File: config.mk
export PLATFORM = sky130hd
export DESIGN_NAME = control_unit
export DESIGN_NICKNAME = d
export VERILOG_FILES = /design/src/rtl/control_unit.sv
export SDC_FILE = /design/constraint.sdc
export NUM_CORES = 1
export LEC_CHECK = 0
export BUFFER_PORTS_ARGS = -buffer_cell sky130_fd_sc_hd__buf_2
export CAP_MARGIN = 20
export CORE_MARGIN = 2
export CORE_UTILIZATION = 42
export CTS_BUF_LIST = sky130_fd_sc_hd__clkbuf_2
export DETAILED_ROUTE_END_ITERATION = 8
export PLACE_DENSITY = 0.95
export SLEW_MARGIN = 10
export SYNTH_ARGS = -nofsm -noshare
export SYNTH_HDL_FRONTEND = slang
export SYNTH_SLANG_ARGS = --single-unit
export TNS_END_PERCENT = 1
File: constraint.sdc
create_clock -name Clock -period 3.6 [get_ports Clock]
set_input_delay 0.54 -clock Clock [delete_from_list [all_inputs] [get_ports Clock]]
set_output_delay 0.54 -clock Clock [all_outputs]
set_load 0.005 [all_outputs]
File: src/rtl/control_unit.sv
// control_unit
//
// Hardwired sequencer for ALUSystem. It steps through CLR, F0, F1, EX0, (EX1) and HALT,
// and drives every datapath control from the state register, IROut and an internal Z copy.
//
// Ports:
//   Clock, Reset            rising-edge clock, asynchronous active-high reset
//   IROut[15:0]             instruction: [15:12] opcode, [11:10] RD, [9:8] RS, [7:0] imm
//   ALUOutFlag[3:0]         {Z,C,N,O}; only Z is used, and only as next-state input
//   RF_*                    register-file selects (RF_RegSel is active low, bit3 = R1)
//   ALU_FunSel              0000 pass A, 0100 A+B, 0110 A-B
//   ARF_*                   address-register-file selects (ARF_RegSel active low {PC,AR,SP})
//   IR_LH/IR_Enable/IR_Funsel  instruction-register load controls
//   Mem_WR, Mem_CS          memory write strobe and active-low chip select
//   MuxASel/MuxBSel/MuxCSel datapath source muxes
//   Halted, State           status: State encodes CLR=0 F0=1 F1=2 EX0=3 EX1=4 HALT=5
module control_unit (
    input  logic        Clock,
    input  logic        Reset,
    input  logic [15:0] IROut,
    input  logic [3:0]  ALUOutFlag,
    output logic [1:0]  RF_OutASel,
    output logic [1:0]  RF_OutBSel,
    output logic [1:0]  RF_FunSel,
    output logic [3:0]  RF_RegSel,
    output logic [3:0]  ALU_FunSel,
    output logic [1:0]  ARF_OutCSel,
    output logic [1:0]  ARF_OutDSel,
    output logic [1:0]  ARF_FunSel,
    output logic [2:0]  ARF_RegSel,
    output logic        IR_LH,
    output logic        IR_Enable,
    output logic [1:0]  IR_Funsel,
    output logic        Mem_WR,
    output logic        Mem_CS,
    output logic [1:0]  MuxASel,
    output logic [1:0]  MuxBSel,
    output logic        MuxCSel,
    output logic        Halted,
    output logic [2:0]  State
);

    typedef enum logic [2:0] {
        StClr  = 3'd0,
        StF0   = 3'd1,
        StF1   = 3'd2,
        StEx0  = 3'd3,
        StEx1  = 3'd4,
        StHalt = 3'd5
    } stateT;

    localparam logic [3:0] OpLdi = 4'h1;
    localparam logic [3:0] OpLd  = 4'h2;
    localparam logic [3:0] OpSt  = 4'h3;
    localparam logic [3:0] OpAdd = 4'h4;
    localparam logic [3:0] OpSub = 4'h5;
    localparam logic [3:0] OpBra = 4'h6;
    localparam logic [3:0] OpBne = 4'h7;
    localparam logic [3:0] OpHlt = 4'hF;

    stateT      stateQ, stateD;
    logic       zfQ, zfD;
    logic [3:0] opcode;
    logic [1:0] rd, rs;
    logic [3:0] rdEnN;

    assign opcode = IROut[15:12];
    assign rd     = IROut[11:10];
    assign rs     = IROut[9:8];
    // Active-low one-hot enable for RD: R1 sits on bit 3.
    assign rdEnN  = ~(4'b1000 >> rd);

    // The immediate is routed by the datapath, and only Z matters here.
    logic unusedBits;
    assign unusedBits = ^{IROut[7:0], ALUOutFlag[2:0]};

    always_ff @(posedge Clock or posedge Reset) begin
        if (Reset) begin
            stateQ <= StClr;
            zfQ    <= 1'b0;
        end else begin
            stateQ <= stateD;
            zfQ    <= zfD;
        end
    end

    always_comb begin
        RF_OutASel  = 2'b00;
        RF_OutBSel  = 2'b00;
        RF_FunSel   = 2'b00;
        RF_RegSel   = 4'b1111;
        ALU_FunSel  = 4'b0000;
        ARF_OutCSel = 2'b00;
        ARF_OutDSel = 2'b00;
        ARF_FunSel  = 2'b00;
        ARF_RegSel  = 3'b111;
        IR_LH       = 1'b0;
        IR_Enable   = 1'b0;
        IR_Funsel   = 2'b00;
        Mem_WR      = 1'b0;
        Mem_CS      = 1'b1;
        MuxASel     = 2'b00;
        MuxBSel     = 2'b00;
        MuxCSel     = 1'b0;
        stateD      = stateQ;
        zfD         = zfQ;

        case (stateQ)
            StClr: begin
                RF_RegSel  = 4'b0000;
                RF_FunSel  = 2'b11;
                ARF_RegSel = 3'b000;
                ARF_FunSel = 2'b11;
                stateD     = StF0;
            end
            StF0, StF1: begin
                // IR byte <- M[PC] and PC++ on the same edge.
                ARF_OutDSel = 2'b00;
                Mem_CS      = 1'b0;
                IR_Enable   = 1'b1;
                IR_LH       = (stateQ == StF1);
                IR_Funsel   = 2'b10;
                ARF_RegSel  = 3'b011;
                ARF_FunSel  = 2'b01;
                stateD      = (stateQ == StF0) ? StF1 : StEx0;
            end
            StEx0, StEx1: begin
                stateD = StF0;
                case (opcode)
                    OpLdi: begin
                        MuxASel   = 2'b10;
                        RF_FunSel = 2'b10;
                        RF_RegSel = rdEnN;
                    end
                    OpLd, OpSt: begin
                        if (stateQ == StEx0) begin
                            // AR <- imm, memory access follows in EX1.
                            MuxBSel    = 2'b10;
                            ARF_FunSel = 2'b10;
                            ARF_RegSel = 3'b101;
                            stateD     = StEx1;
                        end else if (opcode == OpLd) begin
                            ARF_OutDSel = 2'b01;
                            Mem_CS      = 1'b0;
                            MuxASel     = 2'b01;
                            RF_FunSel   = 2'b10;
                            RF_RegSel   = rdEnN;
                        end else begin
                            // ALU passes RS through to the memory data input.
                            RF_OutASel  = rs;
                            ARF_OutDSel = 2'b01;
                            Mem_CS      = 1'b0;
                            Mem_WR      = 1'b1;
                        end
                    end
                    OpAdd, OpSub: begin
                        RF_OutASel = rd;
                        RF_OutBSel = rs;
                        ALU_FunSel = (opcode == OpAdd) ? 4'b0100 : 4'b0110;
                        MuxASel    = 2'b00;
                        RF_FunSel  = 2'b10;
                        RF_RegSel  = rdEnN;
                        zfD        = ALUOutFlag[3];
                    end
                    OpBra, OpBne: begin
                        if (opcode == OpBra || !zfQ) begin
                            MuxBSel    = 2'b10;
                            ARF_FunSel = 2'b10;
                            ARF_RegSel = 3'b011;
                        end
                    end
                    OpHlt: stateD = StHalt;
                    default: ;
                endcase
            end
            StHalt: stateD = StHalt;
            default: stateD = StClr;
        endcase
    end

    assign Halted = (stateQ == StHalt);
    assign State  = stateQ;

endmodule

==> results of run 1 <==
==> critical path: cells and delay by family (launching register included) <==
| kind | cells | cell delay, ns |
|---|---|---|
| simple gates | 1 | 0.48 |
| flops | 1 | 0.62 |
| buf+inv | 1 | 0.14 |
| compound gates | 2 | 0.51 |
==> path summary, 6_finish.rpt <==
kind | endpoint | from | slack, ns
max reg2reg | zfQ | State[2] | 1.78
min reg2reg | zfQ | zfQ | 0.57
min in group Clock | zfQ | ALUOutFlag[3] | 0.56
max in group asynchronous | State[0] | Reset | 3.26
max | RF_FunSel[1] | State[2] | 1.11
min | zfQ | Reset | 0.19
==> cell families after synthesis <==
logic type | share of synthesized area [%]
AND/OR/NAND/NOR | 31.3
flip-flops | 14.6
AO/OA/AOI/OAI | 31.5
multiplexers | 1.64
other | 0.546
XOR/XNOR | 2.55
buffers and inverters | 17.8
==> Yosys cell counts <==
cell type / instances / area share [%]
nor4bb_1: 1 / 1.5
a21boi_0: 1 / 1.1
conb_1: 1 / 0.55
o21bai_1: 1 / 1.1
a32o_1: 1 / 1.5
a32oi_1: 2 / 2.6
a211o_1: 1 / 1.3
nand3_1: 3 / 2.2
or3_1: 1 / 0.91
buf_4: 9 / 9.8
and4_1: 1 / 1.3
or3b_2: 1 / 1.3
buf_2: 5 / 3.6
dfrtp_1: 4 / 15
xnor2_1: 2 / 2.6
mux2_2: 1 / 1.6
clkbuf_1: 2 / 1.1
nand4b_1: 1 / 1.3
and2_1: 4 / 3.6
inv_1: 6 / 3.3
o21ai_0: 5 / 3.6
o211ai_1: 1 / 1.1
a31oi_1: 1 / 0.91
nor2b_1: 3 / 2.7
nand3b_1: 1 / 1.1
nor2_1: 9 / 4.9
and4b_1: 1 / 1.5
nand2_1: 6 / 3.3
nor3b_1: 3 / 3.3
nor2_2: 1 / 0.91
a2111o_1: 1 / 1.6
a21oi_1: 2 / 1.5
a21boi_2: 1 / 1.6
o32a_1: 4 / 5.8
or3b_4: 1 / 1.6
o32ai_1: 1 / 1.3
o211a_1: 1 / 1.5
a41oi_1: 4 / 5.1
==> routing by layer <==
metal / vias up / GRT usage [%] / part of all wire (%)
li1: 401 / - / -
met1: 380 / 27.0 / 45
met3: 4 / 4.08 / 5.6
met2: 33 / 30.0 / 48
met4: 0 / 5.45 / 1.4
met5: - / 0 / 0
==> sequential cells by signal, indices dropped and copies added (netlist names) <==
register  count
zfQ           1
State         3
==> power by group through the flow <==
| stage | Combinational (mW) | Sequential, mW | Clock (mW) |
|---|---|---|---|
| floorplan | 0.265 | 0.0846 | 0 |
| global placement | 0.349 | 0.120 | 0 |
| detailed placement | 0.359 | 0.122 | 0 |
| CTS | 0.362 | 0.122 | 0.0430 |
| global route | 0.401 | 0.128 | 0.0460 |
| finish | 0.362 | 0.124 | 0.0413 |
==> area by class of cell <==
cell class                 count  share of cell area, %
inverter                       6                   2.65
multi-input combinational     75                   57.8
timing repair buffer          40                   23.6
sequential                     4                   11.8
tap                           16                   2.36
clock buffer                   3                   1.77
==> through the flow <==
| stage | util, % | cell area [µm²] | hold slack, ns |
|---|---|---|---|
| after detailed placement | 54.7 | 833 | 0.420 |
| after global routing | 55.7 | 848 | 0.200 |
| after global placement | 54.7 | 833 | 0.418 |
| after floorplan | - | 713 | 0.306 |
| final | 55.7 | 848 | 0.193 |
| after CTS | 55.7 | 848 | 0.187 |
==> impl_metrics.csv, run 1 <==
group,metric,value,unit
status,status,"finished, final reports clean",
sta,finalClockSkew,0.00324,ns
route,route.detailed.drc,0,
worst_setup_path,worstPathRequired,3.06,ns
sta,finalSetupTns,0,ns
worst_setup_path,critPathMaxFanout,16,
worst_setup_path,cpMaxStageDelayCell,"dfrtp_1",
min_path,hold_class,"in2async",
finish,seq_area,100,µm²
sta,setup-violations-final,0,
placement,dp.cells,141,
sta,period_share,69.1,%
route,firstDrtPassIters,4,
synth,synthDistinctLibCells,38,
power_and_ir_drop,ir_drop,0.372,mV
floorplan,die_area,1970,µm²
grt,grt_pass1_vias,656,
worst_setup_path,worstSetupStartpointType,"flip-flop",
clocking,path_clk_slew,0.04,ns
finish,area_growth,23.5,%
clocking,cts_resized,0,
power_and_ir_drop,p_int,269,µW
power_and_ir_drop,pwr-share-clk,7.8,%
clocking,h-tree-depth,1,
grt,grt_max_degree,17,
floorplan,rows,14,
floorplan,core-area,1520,µm²
sta,finalWorstSetupSlack,1.11,ns
floorplan,ios,60,
placement,io_buffers,40,
grt,antenna_found_initial,0,
placement,place_congestion,0.728,
clocking,tritoncts,"yes",
power_and_ir_drop,seq_power_share,23.5,%
worst_setup_path,cp_cell_sequence,"or3b_4, a2111o_1, o211ai_1, buf_2",
finish,layout.nets,152,
synth,ys_ff_latch,4,
power_and_ir_drop,swShare,48.9,%
placement,dpl.hpwl,1.43,mm
sta,relSlewSlack,63.0,%
route,drtIter0Drc,26,
floorplan,fp.dieH,44.4,µm
grt,grt_overflow,0,
sta,fmax,402,MHz
power_and_ir_drop,total_power,527,µW
finish,final_common_cell,"buf_2",
clocking,numCtsBuffers,3,
route,wl_per_cell,13.5,µm
clocking,clock_path_buffers,2,
power_and_ir_drop,p_sw,258,µW
worst_setup_path,reg2reg_depth,3,
synth,avgSynthCellArea,7.31,µm²
route,vias_per_cell,5.68,
synth,ys_seq_area_share,14.6,%
sta,rsz0062_at_grt,"no",
finish,fill_cells,152,
sta,hold_violations,0,
clocking,cts_setup_buffers,0,
power_and_ir_drop,p_leak,0.433,nW
power_and_ir_drop,p_comb_share,68.7,%
clocking,ctsHoldBuffers,0,
clocking,root_buffer,"clkbuf_2",
synth,yosysWarnings,0,
route,vias,818,
placement,pre_cts_ws,1.32,ns
worst_setup_path,path_class,"reg2out",
finish,multi_input_area,490,µm²
grt,grt_pass1_wl,2.91,mm
worst_setup_path,max_stage_delay,0.62,ns
worst_setup_path,endpoint_kind,"output pin",
finish,layout_common_cells,"40 x buf_2, 9 x nor2_1, 8 x conb_1",
power_and_ir_drop,power_density,621,nW/µm²
finish,drive_above_1_share,37.5,%
clocking,clkSinkCount,4,
synth,synthCells,94,
floorplan,die_w,44.4,µm
finish,n_antenna_cell,0,
finish,layoutNonFillerInstCount,144,
worst_setup_path,cp.arrival,1.95,ns
route,ant_nets,0,
clocking,clock_latency,0.21,ns
route,drt-total-wl,1.95,mm
sta,period_minus_slack,2.49,ns
synth,syn-cell-area,687,µm²
grt,grtUsageTotal,19.4,%
sta,worst_pin_slew,0.548,ns
sta,drv_slew,0,
job,max_cap_viol_count,0,
floorplan,start_util,45.1,%
Power figures use the tool's default switching activity.
==> run 2, diff against run 1 <==
CORE_UTILIZATION = 39   (was 42)
PLACE_DENSITY = 0.9   (was 0.95)
clock period = 2.6 ns   (was 3.6 ns; I/O delays follow)
==> run 2 against run 1 <==
  * First-iteration DRC count shrank 3.8%
  * Worst setup slack lost 0.90 ns
  * Global-route usage shrank 0.18 points
  * Clock power grew 45%
==> impl_metrics.csv, run 2 (same netlist as run 1, synthesis figures left out) <==
group,metric,value,unit
finish,final_util,50.3,%
grt,antenna_found_initial,0,
grt,grtUsageTotal,19.2,%
finish,final_common_cell,"buf_2",
route,route.detailed.drc,0,
finish,largest_reg_flops,3,
sta,finalClockSkew,0.00657,ns
clocking,clock_latency,0.22,ns
grt,grt_pass1_wl,3.02,mm
worst_setup_path,reg2reg_depth,3,
floorplan,rows,15,
sta,finalWorstSetupSlack,0.211,ns
grt,grt_overflow,0,
sta,fmax,419,MHz
worst_setup_path,worstSetupStartpointType,"flip-flop",
min_path,hold_class,"in2async",
clocking,clkSinkCount,4,
clocking,numCtsBuffers,3,
power_and_ir_drop,power_density,865,nW/µm²
sta,period_minus_slack,2.39,ns
grt,grt_max_degree,17,
route,drtIter0Drc,25,
floorplan,core-area,1690,µm²
clocking,cts_resized,0,
sta,setup-violations-final,0,
finish,fin_area,850,µm²
placement,dp.cells,142,
route,wl_per_cell,13.8,µm
placement,place_congestion,0.863,
worst_setup_path,cp.arrival,2.00,ns
clocking,path_clk_slew,0.05,ns
clocking,clock_path_buffers,2,
worst_setup_path,path_class,"reg2out",
sta,period_share,91.9,%
power_and_ir_drop,ir_drop,0.828,mV
worst_setup_path,critPathLaunch,"State[2]",
floorplan,fp.dieH,46.0,µm
route,drt-total-wl,2.01,mm
finish,fill_cells,181,
sta,finalSetupTns,0,ns
route,firstDrtPassIters,4,
floorplan,ios,60,
finish,area_growth,23.7,%
placement,dpl.hpwl,1.43,mm
finish,layout.nets,152,
placement,dpl_cell_area,835,µm²
route,vias,797,
floorplan,start_util,40.7,%
worst_setup_path,reg2reg_slack,0.76,ns
floorplan,die_w,46.0,µm
finish,n_antenna_cell,0,
clocking,ctsHoldBuffers,0,
sta,drv_slew,0,
worst_setup_path,endpoint_kind,"output pin",
clocking,h-tree-depth,1,
power_and_ir_drop,p_leak,0.433,nW
finish,layoutNonFillerInstCount,145,
job,max_cap_viol_count,0,
finish,layout_common_cells,"40 x buf_2, 9 x nor2_1, 8 x conb_1",
worst_setup_path,r2r_start,"State[2]",
placement,pre_cts_ws,0.488,ns
sta,hold_violations,0,
placement,io_buffers,40,
clocking,cts_setup_buffers,0,
worst_setup_path,critPathMaxFanout,16,
clocking,root_buffer,"clkbuf_2",
worst_setup_path,worstPathRequired,2.21,ns
clocking,tritoncts,"yes",
route,ant_nets,0,
grt,grt_pass1_vias,686,
sta,rsz0062_at_grt,"no",
floorplan,die_area,2110,µm²
finish,drive_above_1_share,37.5,%
route,vias_per_cell,5.50,
status,status,"finished, final reports clean",
## run 2: cell counts in the layout (fill, tap and decap cells not counted)
No cell type changed its count.
## run 2: metal layers
layer  global-route usage [%]  vias to the layer above  share of wire, %
li1                         -                      401                 -
met1                     25.8                      352                47
met2                     29.7                       44                44
met3                     5.16                        0               9.3
met4                     5.71                        0                 0
met5                        0                        -                 0
## run 2: metrics by stage
step / total power [mW] / hold slack, ns
6_report: 0.735 / 0.0430
4_1_cts: 0.735 / 0.0408
3_5_place_dp: 0.667 / 0.277
5_1_grt: 0.801 / 0.0431
3_3_place_gp: 0.649 / 0.271
2_1_floorplan: 0.484 / 0.156
## run 2: layout make-up
type	instances	area [µm²]	share of cell area [%]
Clock buffer	3	15.0	1.77
Inverter	6	22.5	2.65
Multi-Input combinational cell	75	490	57.7
Sequential cell	4	100	11.8
Tap cell	17	21.3	2.50
Timing Repair Buffer	40	200	23.6
## run 2: power by group
group          internal (mW)  switching [mW]
logic                  0.252           0.251
registers             0.0894          0.0822
clock network         0.0311          0.0289
## run 2: path summary, 6_finish.rpt
kind                                endpoint
min in group Clock                       zfQ
worst max-delay path            RF_FunSel[1]
worst min-delay path                State[2]
worst min register to register           zfQ
worst max register to register           zfQ
max in group asynchronous                zfQ
## run 2: critical path, cell delays in order, from the launching register on
cell	delay [ns]
dfrtp_1	0.63
or3b_4	0.48
a2111o_1	0.43
o211ai_1	0.10
buf_2	0.14
==> run 3, diff against run 2 <==
BUFFER_PORTS_ARGS = default   (was -buffer_cell sky130_fd_sc_hd__buf_2)
CORE_AREA = 2 2 39 41   (was default)
CORE_MARGIN = default   (was 2)
CORE_UTILIZATION = default   (was 39)
DIE_AREA = 0 0 41 43   (was default)
DONT_BUFFER_PORTS = 1   (was default)
PLACE_DENSITY = 0.75   (was 0.9)
==> run 3 against run 2 <==
  * Critical path depth decreased by 1
  * Routed wire length is 18% lower
  * Clock power is 6.5% lower
  * Final cell count shrank 28%
  * Maximum frequency is 7.5% higher
  * Largest cell class unchanged
==> impl_metrics.csv, run 3 (same netlist as run 1, synthesis figures left out) <==
group,metric,value,unit
sta,drv_slew,0,
worst_setup_path,crit_family,"flip-flops",
route,drt-total-wl,1.64,mm
placement,place_congestion,0.839,
worst_setup_path,r2r_start,"State[2]",
finish,layout.nets,113,
route,ant_nets,0,
route,route.detailed.drc,0,
clocking,clkSinkCount,4,
min_path,hold_class,"in2reg",
grt,grt_overflow,0,
route,vias_per_cell,6.64,
sta,setup-violations-final,0,
finish,layout_common_cells,"9 x nor2_1, 8 x conb_1, 6 x inv_1, 6 x nand2_1, 5 x o21ai_0",
worst_setup_path,cpMaxStageDelayCell,"dfrtp_1",
sta,finalWorstSetupSlack,0.379,ns
floorplan,die_w,41,µm
grt,grt_use_met1,27.5,%
placement,pre_cts_ws,0.607,ns
floorplan,rows,14,
clocking,clock_latency,0.21,ns
power_and_ir_drop,power_density,851,nW/µm²
worst_setup_path,critPathMaxFanout,16,
power_and_ir_drop,p_leak,0.262,nW
route,wl_per_cell,15.6,µm
floorplan,die_area,1760,µm²
min_path,min_to,"zfQ",
sta,period_share,85.4,%
worst_setup_path,reg2reg_slack,0.78,ns
worst_setup_path,reg2reg_depth,3,
min_path,holdCritStartpoint,"ALUOutFlag[3]",
finish,largest_reg_flops,3,
floorplan,core-area,1380,µm²
clocking,root_buffer,"clkbuf_2",
grt,antenna_found_initial,0,
job,max_cap_viol_count,0,
finish,layoutNonFillerInstCount,105,
worst_setup_path,worstSetupStartpointType,"flip-flop",
grt,grtUsageTotal,19.3,%
worst_setup_path,crit_buf_inv,0,
power_and_ir_drop,ir_drop,0.507,mV
status,status,"finished, final reports clean",
sta,finalClockSkew,0.000577,ns
finish,final_common_cell,"nor2_1",
sta,hold_violations,0,
finish,n_antenna_cell,0,
placement,dpl.hpwl,1.22,mm
finish,area_growth,-4.19,%
route,vias,697,
worst_setup_path,max_stage_delay,0.61,ns
sta,fmax,450,MHz
clocking,clock_path_buffers,2,
clocking,numCtsBuffers,3,
worst_setup_path,cp_cell_sequence,"or3b_4, a2111o_1, o211ai_1",
worst_setup_path,endpoint_kind,"output pin",
worst_setup_path,r2r_end,"zfQ",
grt,grt_pass1_vias,558,
route,drtIter0Drc,14,
floorplan,ios,60,
finish,drive_above_1_share,8.99,%
grt,busiest_layer,"met2",
sta,finalSetupTns,0,ns
clocking,h-tree-depth,1,
sta,hold_ws,0.335,ns
clocking,path_clk_slew,0.04,ns
worst_setup_path,path_class,"reg2out",
grt,gr-usage-met3,3.14,%
sta,rsz0062_at_grt,"no",
sta,period_minus_slack,2.22,ns
route,firstDrtPassIters,4,
clocking,tritoncts,"yes",
worst_setup_path,worstPathRequired,2.21,ns
floorplan,start_util,49.6,%
grt,grt_max_degree,17,
worst_setup_path,cp.arrival,1.83,ns
grt,met2_usage,28.1,%
floorplan,fp.dieH,43,µm
min_path,holdPathStages,1,
grt,grt_pass1_wl,2.47,mm
placement,dp.cells,101,
placement,io_buffers,0,
-- run 3: changes by cell type in the layout (fill, tap and decap cells not counted) --
cell	previous run	this run
buf_2	40	0
dlygate4sd3_1	0	1
-- run 3: power breakdown --
group	leakage [nW]	total, mW	switching [mW]	internal (mW)
logic	0.200	0.335	0.197	0.138
registers	0.0488	0.169	0.0796	0.0896
clock network	0.0125	0.0561	0.0251	0.0310
-- run 3: final cells by class --
| cell class | instances | area, µm² |
|---|---|---|
| fillers | 141 | 726 |
| multi-input cells | 75 | 490 |
| flip-flops and latches | 4 | 100 |
| inverters | 6 | 22.5 |
| well taps | 16 | 20.0 |
| clock buffers | 3 | 15.0 |
| repair buffers | 1 | 10.0 |
-- run 3: layer usage --
| layer | vias up | part of all wire (%) |
|---|---|---|
| met1 | 340 | 40 |
| met5 | - | 0 |
| met3 | 0 | 8.2 |
| met2 | 38 | 51 |
| met4 | 0 | 0 |
| li1 | 319 | - |
-- run 3: timing repair --
action | 4_1_cts | 5_1_grt
hold buffers | 1 | 0
resized for setup | 0 | 0
setup endpoints to repair | 0 | 0
setup buffers | 0 | 0
endpoints found under the hold margin | 4 | 0
-- run 3: per-stage QoR --
step                      cell area, µm²  total power [mW]  util [%]
final                                658             0.560      47.6
after global routing                 658             0.612      47.6
after CTS                            658             0.562      47.6
after detailed placement             633             0.498      45.8
after global placement               633             0.492      45.8
after floorplan                      713             0.484         -
-- run 3: worst max-delay path by stage --
stage | start | to | slack (ns) | cells after the start
after floorplan | State[0] | RF_FunSel[1] | 0.86 | 3
after global placement | State[2] | RF_FunSel[1] | 0.61 | 3
after global routing | State[2] | RF_FunSel[1] | 0.29 | 3
final | State[2] | RF_FunSel[1] | 0.38 | 3
after detailed placement | State[2] | RF_FunSel[1] | 0.61 | 3
after CTS | State[2] | RF_FunSel[1] | 0.36 | 3
